$ cat config.mk
export PLATFORM = sky130hd
export DESIGN_NAME = img_window_reader
export DESIGN_NICKNAME = d
export VERILOG_FILES = /design/src/rtl/vga_pkg.sv /design/src/rtl/pipe_delay.sv /design/src/rtl/img_window_reader.sv
export SDC_FILE = /design/constraint.sdc
export NUM_CORES = 1
export LEC_CHECK = 0
export ABC_CLOCK_PERIOD_IN_PS = 7300
export CORE_MARGIN = 2
export CORE_UTILIZATION = 30
export CTS_BUF_LIST = sky130_fd_sc_hd__clkbuf_16
export DETAILED_ROUTE_END_ITERATION = 8
export GPL_TIMING_DRIVEN = 0
export PLACE_DENSITY = 0.63
export SETUP_SLACK_MARGIN = 0.15
export SYNTH_ARGS = -nofsm -noshare
export SYNTH_HDL_FRONTEND = slang
export SYNTH_SLANG_ARGS = --single-unit
$ cat constraint.sdc
create_clock -name clk -period 7.3 [get_ports clk]
set_input_delay 1.095 -clock clk [delete_from_list [all_inputs] [get_ports clk]]
set_output_delay 1.095 -clock clk [all_outputs]
set_load 0.05 [all_outputs]
$ cat src/rtl/vga_pkg.sv
// Shared screen constants, upscale encoding and colour conversion for the
// VGA display path.
package vga_pkg;

    localparam int H_ACT = 640;
    localparam int V_ACT = 480;

    // Upscale factor. The numeric value is the replication shift.
    typedef enum logic [1:0] {
        SC_1X = 2'd0,
        SC_2X = 2'd1,
        SC_4X = 2'd2
    } scale_e;

    // Map the raw scale code onto a legal factor; the reserved code falls back to 1x.
    function automatic scale_e to_scale(input logic [1:0] code);
        case (code)
            2'd1:    return SC_2X;
            2'd2:    return SC_4X;
            default: return SC_1X;
        endcase
    endfunction

    // Keep the top 4 bits of each RGB565 channel: {r,g,b} as 12 bits.
    function automatic logic [11:0] rgb565_to_444(input logic [15:0] px);
        return {px[15:12], px[10:7], px[4:1]};
    endfunction

endpackage

$ cat src/rtl/pipe_delay.sv
// Fixed-depth shift register used to keep side-band flags aligned with
// frame-buffer read data.
module pipe_delay #(
    parameter int WIDTH = 1,
    parameter int DEPTH = 1
) (
    input  logic             clk,
    input  logic             reset,
    input  logic [WIDTH-1:0] d_i,
    output logic [WIDTH-1:0] q_o
);

    logic [WIDTH-1:0] stage_q [DEPTH];

    // Shift the flags one stage per clock; reset flushes every stage.
    always_ff @(posedge clk) begin
        if (reset) begin
            for (int i = 0; i < DEPTH; i++) begin
                stage_q[i] <= '0;
            end
        end else begin
            stage_q[0] <= d_i;
            for (int i = 1; i < DEPTH; i++) begin
                stage_q[i] <= stage_q[i-1];
            end
        end
    end

    assign q_o = stage_q[DEPTH-1];

endmodule

$ cat src/rtl/img_window_reader.sv
// Frame-buffer reader: places the stored RGB565 image at a programmable
// window origin, upscales it by pixel/line replication and emits RGB444
// aligned with a delayed DE and an in-window flag.
module img_window_reader
    import vga_pkg::*;
#(
    parameter int          IMG_W  = 160,
    parameter int          IMG_H  = 120,
    parameter int          RD_LAT = 1,
    parameter logic [11:0] BG_RGB = 12'h000,
    parameter int          ADDR_W = $clog2(IMG_W*IMG_H)
) (
    input  logic              clk,
    input  logic              reset,
    input  logic              DE,
    input  logic [9:0]        x_pixel,
    input  logic [9:0]        y_pixel,
    input  logic [9:0]        x_org,
    input  logic [9:0]        y_org,
    input  logic [1:0]        scale,
    output logic [ADDR_W-1:0] addr,
    output logic              rd_en,
    input  logic [15:0]       imgData,
    output logic [3:0]        r_port,
    output logic [3:0]        g_port,
    output logic [3:0]        b_port,
    output logic              de_out,
    output logic              cam_part
);

    // Configuration shadow registers
    logic [9:0]  x_sh_q, x_sh_d;
    logic [9:0]  y_sh_q, y_sh_d;
    scale_e      scale_q, scale_d;
    logic        cfg_latch;

    // Window geometry and source coordinates
    logic [1:0]  sh;
    logic [10:0] win_w, win_h;
    logic [10:0] x_end, y_end;
    logic        win;
    logic [9:0]  dx, dy;
    logic [9:0]  col, row;
    logic [ADDR_W-1:0] addr_calc;

    // Stage-0 registers
    logic [ADDR_W-1:0] addr_q, addr_d;
    logic              rd_en_q, rd_en_d;

    // Delayed flags and colour
    logic        de_dly;
    logic        win_dly;
    logic [11:0] rgb;

    // The origin/scale only change at the first pixel of a frame, so a frame
    // is always drawn with one consistent configuration.
    assign cfg_latch = (x_pixel == 10'd0) && (y_pixel == 10'd0);

    // Next configuration: the first pixel of the frame already uses the new
    // values so the whole frame is consistent.
    always_comb begin
        x_sh_d  = x_sh_q;
        y_sh_d  = y_sh_q;
        scale_d = scale_q;
        if (cfg_latch) begin
            x_sh_d  = x_org;
            y_sh_d  = y_org;
            scale_d = to_scale(scale);
        end
    end

    // Configuration shadow register.
    always_ff @(posedge clk) begin
        if (reset) begin
            x_sh_q  <= 10'd0;
            y_sh_q  <= 10'd0;
            scale_q <= SC_1X;
        end else begin
            x_sh_q  <= x_sh_d;
            y_sh_q  <= y_sh_d;
            scale_q <= scale_d;
        end
    end

    assign sh = scale_d;

    // Window test at 11 bits so the far edge never wraps; anything past the
    // screen edge simply never gets scanned, which clips the window.
    always_comb begin
        win_w = 11'(IMG_W) << sh;
        win_h = 11'(IMG_H) << sh;
        x_end = {1'b0, x_sh_d} + win_w;
        y_end = {1'b0, y_sh_d} + win_h;
        win   = DE
              && (x_pixel >= x_sh_d) && ({1'b0, x_pixel} < x_end)
              && (y_pixel >= y_sh_d) && ({1'b0, y_pixel} < y_end);
    end

    // Source pixel address. The subtractions may underflow outside the
    // window, but those values are discarded because win gates the update.
    always_comb begin
        dx        = x_pixel - x_sh_d;
        dy        = y_pixel - y_sh_d;
        col       = dx >> sh;
        row       = dy >> sh;
        addr_calc = ADDR_W'(row) * ADDR_W'(IMG_W) + ADDR_W'(col);
    end

    // Next stage-0 values: the address holds outside the window.
    always_comb begin
        addr_d  = addr_q;
        rd_en_d = win;
        if (win) begin
            addr_d = addr_calc;
        end
    end

    // Stage-0 register: address and read strobe towards the frame buffer.
    always_ff @(posedge clk) begin
        if (reset) begin
            addr_q  <= '0;
            rd_en_q <= 1'b0;
        end else begin
            addr_q  <= addr_d;
            rd_en_q <= rd_en_d;
        end
    end

    assign addr  = addr_q;
    assign rd_en = rd_en_q;

    // DE and the window flag travel alongside the read: one stage for the
    // address register plus the frame-buffer latency.
    pipe_delay #(
        .WIDTH (2),
        .DEPTH (1 + RD_LAT)
    ) u_flag_dly (
        .clk   (clk),
        .reset (reset),
        .d_i   ({DE, win}),
        .q_o   ({de_dly, win_dly})
    );

    // Output colour: image data inside the window, background elsewhere in
    // the active area, black during blanking.
    always_comb begin
        rgb = 12'h000;
        if (win_dly) begin
            rgb = rgb565_to_444(imgData);
        end else if (de_dly) begin
            rgb = BG_RGB;
        end
    end

    assign r_port   = rgb[11:8];
    assign g_port   = rgb[7:4];
    assign b_port   = rgb[3:0];
    assign de_out   = de_dly;
    assign cam_part = win_dly;

    // A valid read never points outside the stored image.
    a_addr_range: assert property (@(posedge clk)
        rd_en_q |-> (32'(addr_q) < 32'(IMG_W*IMG_H)));

endmodule

==> results of run 1 <==
[layout by cell type, fill, tap and decap left out, types with 17 or more instances in the layout]
master	count
o21ai_0	26
nand2_1	21
ha_1	55
a21oi_1	44
xnor2_1	22
nor2_1	44
inv_1	40
dfxtp_1	41
clkdlybuf4s50_1	68
mux2i_1	27
and2_1	17
[Yosys cell counts, drive strengths merged, types with 12 or more instances]
cell / number / area (sq um)
nor2: 46 / 173
mux2i: 30 / 300
xnor2: 23 / 201
dfxtp: 41 / 821
and2: 18 / 115
inv: 40 / 150
ha: 58 / 726
o21ai: 33 / 165
a21oi: 49 / 245
clkbuf: 12 / 45.0
nand2: 22 / 82.6
nand3: 17 / 95.1
[logic make-up (layout without fill, tap and decap cells)]
family                     Yosys count  count (layout)  synth area share, %
xor gates and xnor gates            34              34                 6.88
buffers and inverters               63             171                 5.81
AOI/OAI and AO/OA                  145             145                 21.6
and+or+nand+nor                    164             164                 19.9
muxes                               34              34                 7.98
DFF                                 41              41                 19.0
adders and majority gates           63              63                 18.9
[layout make-up]
class / instances / area (sq um)
clock buffer: 5 / 125
buffer: 22 / 128
timing repair buffer: 100 / 988
inverter: 41 / 154
sequential: 41 / 821
multi-input combinational: 440 / 3520
clock inverter: 3 / 13.8
fill: 1394 / 8020
tap: 180 / 225
[through the flow]
stage               hold slack (ns)  worst slack [ns]  instance area (sq um)  setup TNS (ns)
floorplan                     0.414             0.466                   4330               0
global placement              0.455             -1.36                   5410           -5.18
detailed placement            0.458             -1.39                   5410           -5.66
CTS                           0.467             0.151                   5700               0
global route                  0.475             0.102                   5970               0
finish                        0.459             0.456                   5970               0
[worst max path at each step]
stage | end | from | slack, ns
5_1_grt | addr[14]$_SDFFE_PP0P_ | x_pixel[5] | 0.10
6_report | addr[14]$_SDFFE_PP0P_ | x_pixel[5] | 0.46
3_3_place_gp | addr[14]$_SDFFE_PP0P_ | x_pixel[0] | -1.36
3_5_place_dp | addr[14]$_SDFFE_PP0P_ | x_pixel[0] | -1.39
2_1_floorplan | addr[14]$_SDFFE_PP0P_ | y_pixel[6] | 0.47
4_1_cts | addr[14]$_SDFFE_PP0P_ | y_pixel[7] | 0.15
[flip-flops by register name (all words and copies together), names as in the netlist]
name / count
addr: 15
y_sh_q: 10
u_flag_dly.stage_q: 4
x_sh_q: 10
scale_q: 2
[metal layers]
layer  routed length, um  part of all wire (%)
met2                6650                    50
met5                   0                     0
met3                 691                   5.2
met4                 184                   1.4
met1                5790                    43
[power by group through the flow]
stage               clock, mW  sequential [mW]  combinational [mW]
finish                  0.222            0.227               0.275
detailed placement          0            0.232               0.237
CTS                     0.226            0.227               0.250
global placement            0            0.232               0.234
floorplan                   0            0.240               0.152
global route            0.235            0.228               0.303
[worst register-to-register path: stages (launching register included)]
cell,delay (ns)
dfxtp_1,0.37
o21ai_2,0.09
and3b_1,0.18
or2_2,0.28
ha_1,0.22
a21oi_2,0.17
inv_2,0.08
o221a_4,0.29
o211ai_1,0.30
nand3_2,0.14
xor2_2,0.19
mux2i_1,0.20
mux2i_1,0.14
ha_1,0.33
ha_1,0.24
fa_2,0.50
ha_4,0.30
a21oi_4,0.07
nor3b_4,0.19
nand3_1,0.12
xnor2_1,0.16
or4_1,0.40
a311oi_1,0.24
[timing repair]
item / CTS / global route
setup endpoints to repair: 8 / 3
buffers inserted: 4 / 10
gates resized for setup: 31 / 50
pin swaps: 7 / 23
==> reports/qor.txt, run 1 <==
status -> completed
post-synthesis cell area -> 4330 sq um
Min-Delay Path Depth -> 1
initial antenna violation count -> 0
Most common cell on crit path -> ha_1
largest net degree at the start of global routing -> 13
wire length per cell -> 16.0 um
Rel. slew slack -> 49.7%
Sw Ratio -> 33.7%
Worst EP required -> 7.50 ns
slowest CP cell -> fa_2
Worst R2R Path Depth -> 22
RSZ-0062 raised after global routing -> no
CP Buf/Inv Count -> 3
fraction of layout cells with a size suffix above 1 -> 11.8%
Routed Wire Length -> 13,300 um
R2R Setup Slk -> 2.02 ns
#FFs+latches synth -> 41
drt initial violations -> 269
Post-synth EDFFs -> 0
Tcrit/Tclk final -> 93.8%
Max stage delay on crit path -> 0.50 ns
Total GRT Usage -> 17.8%
die width -> 124 um
Flop pwr share -> 31.4%
clk buf depth -> 2
Final #Nets -> 774
commonest register cell after synthesis -> dfxtp_1
Hold Path Sink -> u_flag_dly.stage_q[0][3]$_SDFF_PP0_
Worst Setup End Kind -> flop
Worst Min Path Start -> u_flag_dly.stage_q[0][1]$_SDFF_PP0_
worst min path class -> flop to flop
Least-Margin Pin Slew -> 0.742 ns
Total Power -> 0.725 mW
YS warnings -> 0
I/O Buffers -> 86
DR DRC count -> 0
Finished Core Util -> 42.7%
Peak VDD IR -> 72.9 uV
Max Transition Viols Final -> 0
CP delay by family, top -> simple AND/OR/NAND/NOR gates
CP Max Fanout -> 9
vias per std cell -> 5.25
clock slew at reported path FFs -> 0.06 ns
core area -> 14,000 sq um
clock power share -> 30.7%
CTS tree -> yes
Startpoint Class -> input pin
num rows -> 43
cts hold-fix bufs -> 0
vias in the first global route -> 4,477
pwr dens -> 121 nW/um^2
sequential fraction of the synthesis area -> 19.0%
Comb pwr share -> 38.0%
met2 Track Usage GR -> 31.8%
worst flop-to-flop path startpoint -> y_sh_q[1]$_SDFF_PP0_
Clk Latency, worst-skew pair -> 0.29 ns
Internal Power -> 0.481 mW
CTS Sinks -> 41
gr busiest metal -> met2
Final Hold Viols -> 0
clock root cell -> clkbuf_16
post-route insts no fill -> 832
maximum clock rate -> 0.146 GHz
WP depth -> 26
MaxCap Viol Count -> 0
number of distinct library cells after synthesis -> 60
Pre-antenna DRT Iters -> 4
hpwl dp -> 10,600 um
Final GP Congestion -> 0.907
Syn Area/Cell -> 7.95 sq um
Crit Path Class -> input pin to flop
detailed-route via count -> 4,369
Post-Syn Instances -> 544
GRT overflow -> 0
# diodes -> 0
LEAKAGE -> 2.58 nW
CTS H-Tree Depth -> 2
M1 GR Usage -> 22.1%
GR Util met3 -> 2.88%
Tmin final -> 6.84 ns
number of placed instances, taps included -> 810
reg2reg end -> addr[14]$_SDFFE_PP0P_
final setup vio count -> 0
Syn-to-layout area delta -> 38.0%
ANT nets after route -> 0
first-pass GRT wire length -> 21,500 um
starting density of the core -> 30.9%
NetSw -> 0.244 mW
Async SR Flop Fraction -> 0%
io pins -> 91
Clock Skews -> 0.00612 ns
DIE HEIGHT -> 124 um
post-synthesis net count -> 667
CP arrival -> 7.04 ns
DIE AREA -> 15,400 sq um
CTS Buf Count -> 5
Power figures use the tool's default switching activity.
==> run 2: changes to the inputs <==
DONT_BUFFER_PORTS = 1   (was not set)
PLACE_DENSITY = 0.55   (was 0.63)
==> run 2 against run 1 <==
  * Clock power rose by 14%
  * Worst hold slack lost 0.025 ns
  * Combinational power fell by 29%
  * Cell count shrank 11%
  * Setup slack improved by 0.046 ns
  * Clock skew shrank 0.00065 ns
  * Cell area shrank 19%
  * Global-route usage fell by 0.87 points
  * Sequential power grew 4%
  * First-iteration DRC count down 35%
  * Flip-flop and latch count did not move
  * Critical path type unchanged
  * Largest cell class unchanged
  * Highest routed layer unchanged
==> reports/qor.txt, run 2 (same netlist as run 1, synthesis figures left out) <==
Sw Ratio -> 31.0% (was 33.7%)
die width -> 124 um (unchanged)
# diodes -> 0 (unchanged)
pwr dens -> 141 nW/um^2 (was 121 nW/um^2)
commonest non-fill, non-tap cell in the layout -> ha_1 (was clkdlybuf4s50_1)
CP Max Fanout -> 4 (was 9)
CTS H-Tree Depth -> 2 (unchanged)
CP Buf/Inv Count -> 2 (was 3)
clock power share -> 37.0% (was 30.7%)
I/O Buffers -> 0 (was 86)
Comb pwr share -> 28.5% (was 38.0%)
DR DRC count -> 0 (unchanged)
Peak VDD IR -> 81.9 uV (was 72.9 uV)
Worst Setup End Kind -> flop (unchanged)
slowest CP cell -> fa_1 (was fa_2)
Min Hold Slack -> 0.434 ns (was 0.459 ns)
first-pass GRT wire length -> 20,300 um (was 21,500 um)
Internal Power -> 0.472 mW (was 0.481 mW)
wire length per cell -> 17.4 um (was 16.0 um)
vias per std cell -> 5.34 (was 5.25)
num rows -> 43 (unchanged)
Most common cell on crit path -> ha_1 (unchanged)
DIE AREA -> 15,400 sq um (unchanged)
GRT overflow -> 0 (unchanged)
Startpoint Class -> input pin (unchanged)
clock slew at reported path FFs -> 0.06 ns (about the same)
CTS Buf Count -> 5 (unchanged)
CP arrival -> 6.99 ns (was 7.04 ns)
fin worst setup slack -> 0.502 ns (was 0.456 ns)
Total GRT Usage -> 16.9% (was 17.8%)
Crit Path Class -> input pin to flop (unchanged)
max FFs per register -> 15 (unchanged)
Setup WS pre-CTS -> -0.970 ns (was -1.39 ns)
RSZ-0062 raised after global routing -> no (unchanged)
core area -> 14,000 sq um (unchanged)
most frequent cells in the layout -> 58 x ha_1, 48 x a21oi_1, 45 x nor2_1 (was 68 x clkdlybuf4s50_1, 55 x ha_1, 44 x a21oi_1, 44 x nor2_1, 41 x dfxtp_1)
post-route insts no fill -> 738 (was 832)
Rel. slew slack -> 50.7% (was 49.7%)
Pre-antenna DRT Iters -> 4 (unchanged)
io pins -> 91 (unchanged)
CP delay by family, top -> simple AND/OR/NAND/NOR gates (unchanged)
Clk Latency, worst-skew pair -> 0.29 ns (about the same)
clock root cell -> clkbuf_16 (unchanged)
Area after DPL -> 4550 sq um (was 5410 sq um)
Final Cell Area -> 4840 sq um (was 5970 sq um)
NetSw -> 0.212 mW (was 0.244 mW)
initial antenna violation count -> 0 (unchanged)
fraction of layout cells with a size suffix above 1 -> 8.42% (was 11.8%)
clk buf depth -> 2 (unchanged)
LEAKAGE -> 2.06 nW (was 2.58 nW)
starting density of the core -> 30.9% (unchanged)
Syn-to-layout area delta -> 11.9% (was 38.0%)
final setup vio count -> 0 (unchanged)
Final GP Congestion -> 0.873 (was 0.907)
Tmin final -> 6.80 ns (was 6.84 ns)
number of placed instances, taps included -> 724 (was 810)
CTS Sinks -> 41 (unchanged)
ANT nets after route -> 0 (unchanged)
drt initial violations -> 175 (was 269)
Final Hold Viols -> 0 (unchanged)
Fin Setup TNS -> 0 ns (unchanged)
MaxCap Viol Count -> 0 (unchanged)
Max Transition Viols Final -> 0 (unchanged)
DIE HEIGHT -> 124 um (unchanged)
CTS tree -> yes (unchanged)
status -> completed (unchanged)
Tcrit/Tclk final -> 93.1% (was 93.8%)
maximum clock rate -> 0.147 GHz (was 0.146 GHz)
Final #Nets -> 680 (was 774)
hpwl dp -> 10,400 um (was 10,600 um)
Flop pwr share -> 34.5% (was 31.4%)
Max stage delay on crit path -> 0.44 ns (was 0.50 ns)
Least-Margin Pin Slew -> 0.728 ns (was 0.742 ns)
largest net degree at the start of global routing -> 14 (was 13)
detailed-route via count -> 3,942 (was 4,369)
Routed Wire Length -> 12,800 um (was 13,300 um)
Worst EP required -> 7.49 ns (was 7.50 ns)
vias in the first global route -> 3,953 (was 4,477)
Clock Skews -> 0.00547 ns (was 0.00612 ns)
worst min path class -> flop to flop (unchanged)
==> run 2: cell types whose count changed in the layout (fill, tap and decap cells not counted), moves of 4 or more <==
cell	delta
nor4_4	-4
a21oi_1	+4
buf_4	-8
clkdlybuf4s50_1	-68
dlymetal6s2s_1	-12
dlygate4sd2_1	-6
==> run 2: final cells by class <==
cell class	count	area [sq um]
Clock buffer	5	125
Fill cell	1513	9150
Tap cell	180	225
Clock inverter	3	42.5
Sequential cell	41	821
Multi-Input combinational cell	440	3320
Inverter	41	154
Buffer	22	109
Timing Repair Buffer	6	45.0
==> run 2: final timing paths <==
check,startpoint,endpoint,slack (ns),cells after the start
min,u_flag_dly.stage_q[0][1]$_SDFF_PP0_,u_flag_dly.stage_q[0][3]$_SDFF_PP0_,0.43,1
max reg2reg,y_sh_q[1]$_SDFF_PP0_,addr[14]$_SDFFE_PP0P_,1.85,22
min reg2reg,u_flag_dly.stage_q[0][1]$_SDFF_PP0_,u_flag_dly.stage_q[0][3]$_SDFF_PP0_,0.43,1
max,y_pixel[6],addr[14]$_SDFFE_PP0P_,0.50,25
==> run 2: layer usage <==
metal	vias up	GRT usage (%)	routed length (um)
li1	1977	-	-
met1	1871	21.7	5840
met2	81	29.3	6100
met3	13	3.48	698
met4	0	3.65	180
met5	-	0	0
==> run 2: power by group through the flow <==
stage / registers (mW) / clock network, mW / logic (mW)
after global placement: 0.241 / 0 / 0.184
after detailed placement: 0.241 / 0 / 0.186
after global routing: 0.237 / 0.265 / 0.221
after CTS: 0.236 / 0.262 / 0.189
after floorplan: 0.240 / 0 / 0.152
final: 0.236 / 0.253 / 0.195
==> run 2: repair_timing <==
item / CTS / global route
gates resized for setup: 7 / 11
hold buffers: 0 / 0
pin swaps: 0 / 4
setup endpoints to repair: 5 / 2
setup buffers: 0 / 6
==> run 2: through the flow <==
step	total power [mW]	utilization, %
2_1_floorplan	0.392	-
3_3_place_gp	0.425	32.5
3_5_place_dp	0.428	32.5
4_1_cts	0.688	34.0
6_report	0.684	34.6
5_1_grt	0.722	34.6
==> run 2: worst reg2reg max path, delay by kind of cell, from the launching register on <==
family,cells,cell delay [ns]
xor gates and xnor gates,2,0.37
DFF,1,0.31
buffers and inverters,1,0.11
adders and majority gates,5,1.48
and+or+nand+nor,5,1.26
AOI/OAI and AO/OA,7,1.45
muxes,2,0.36
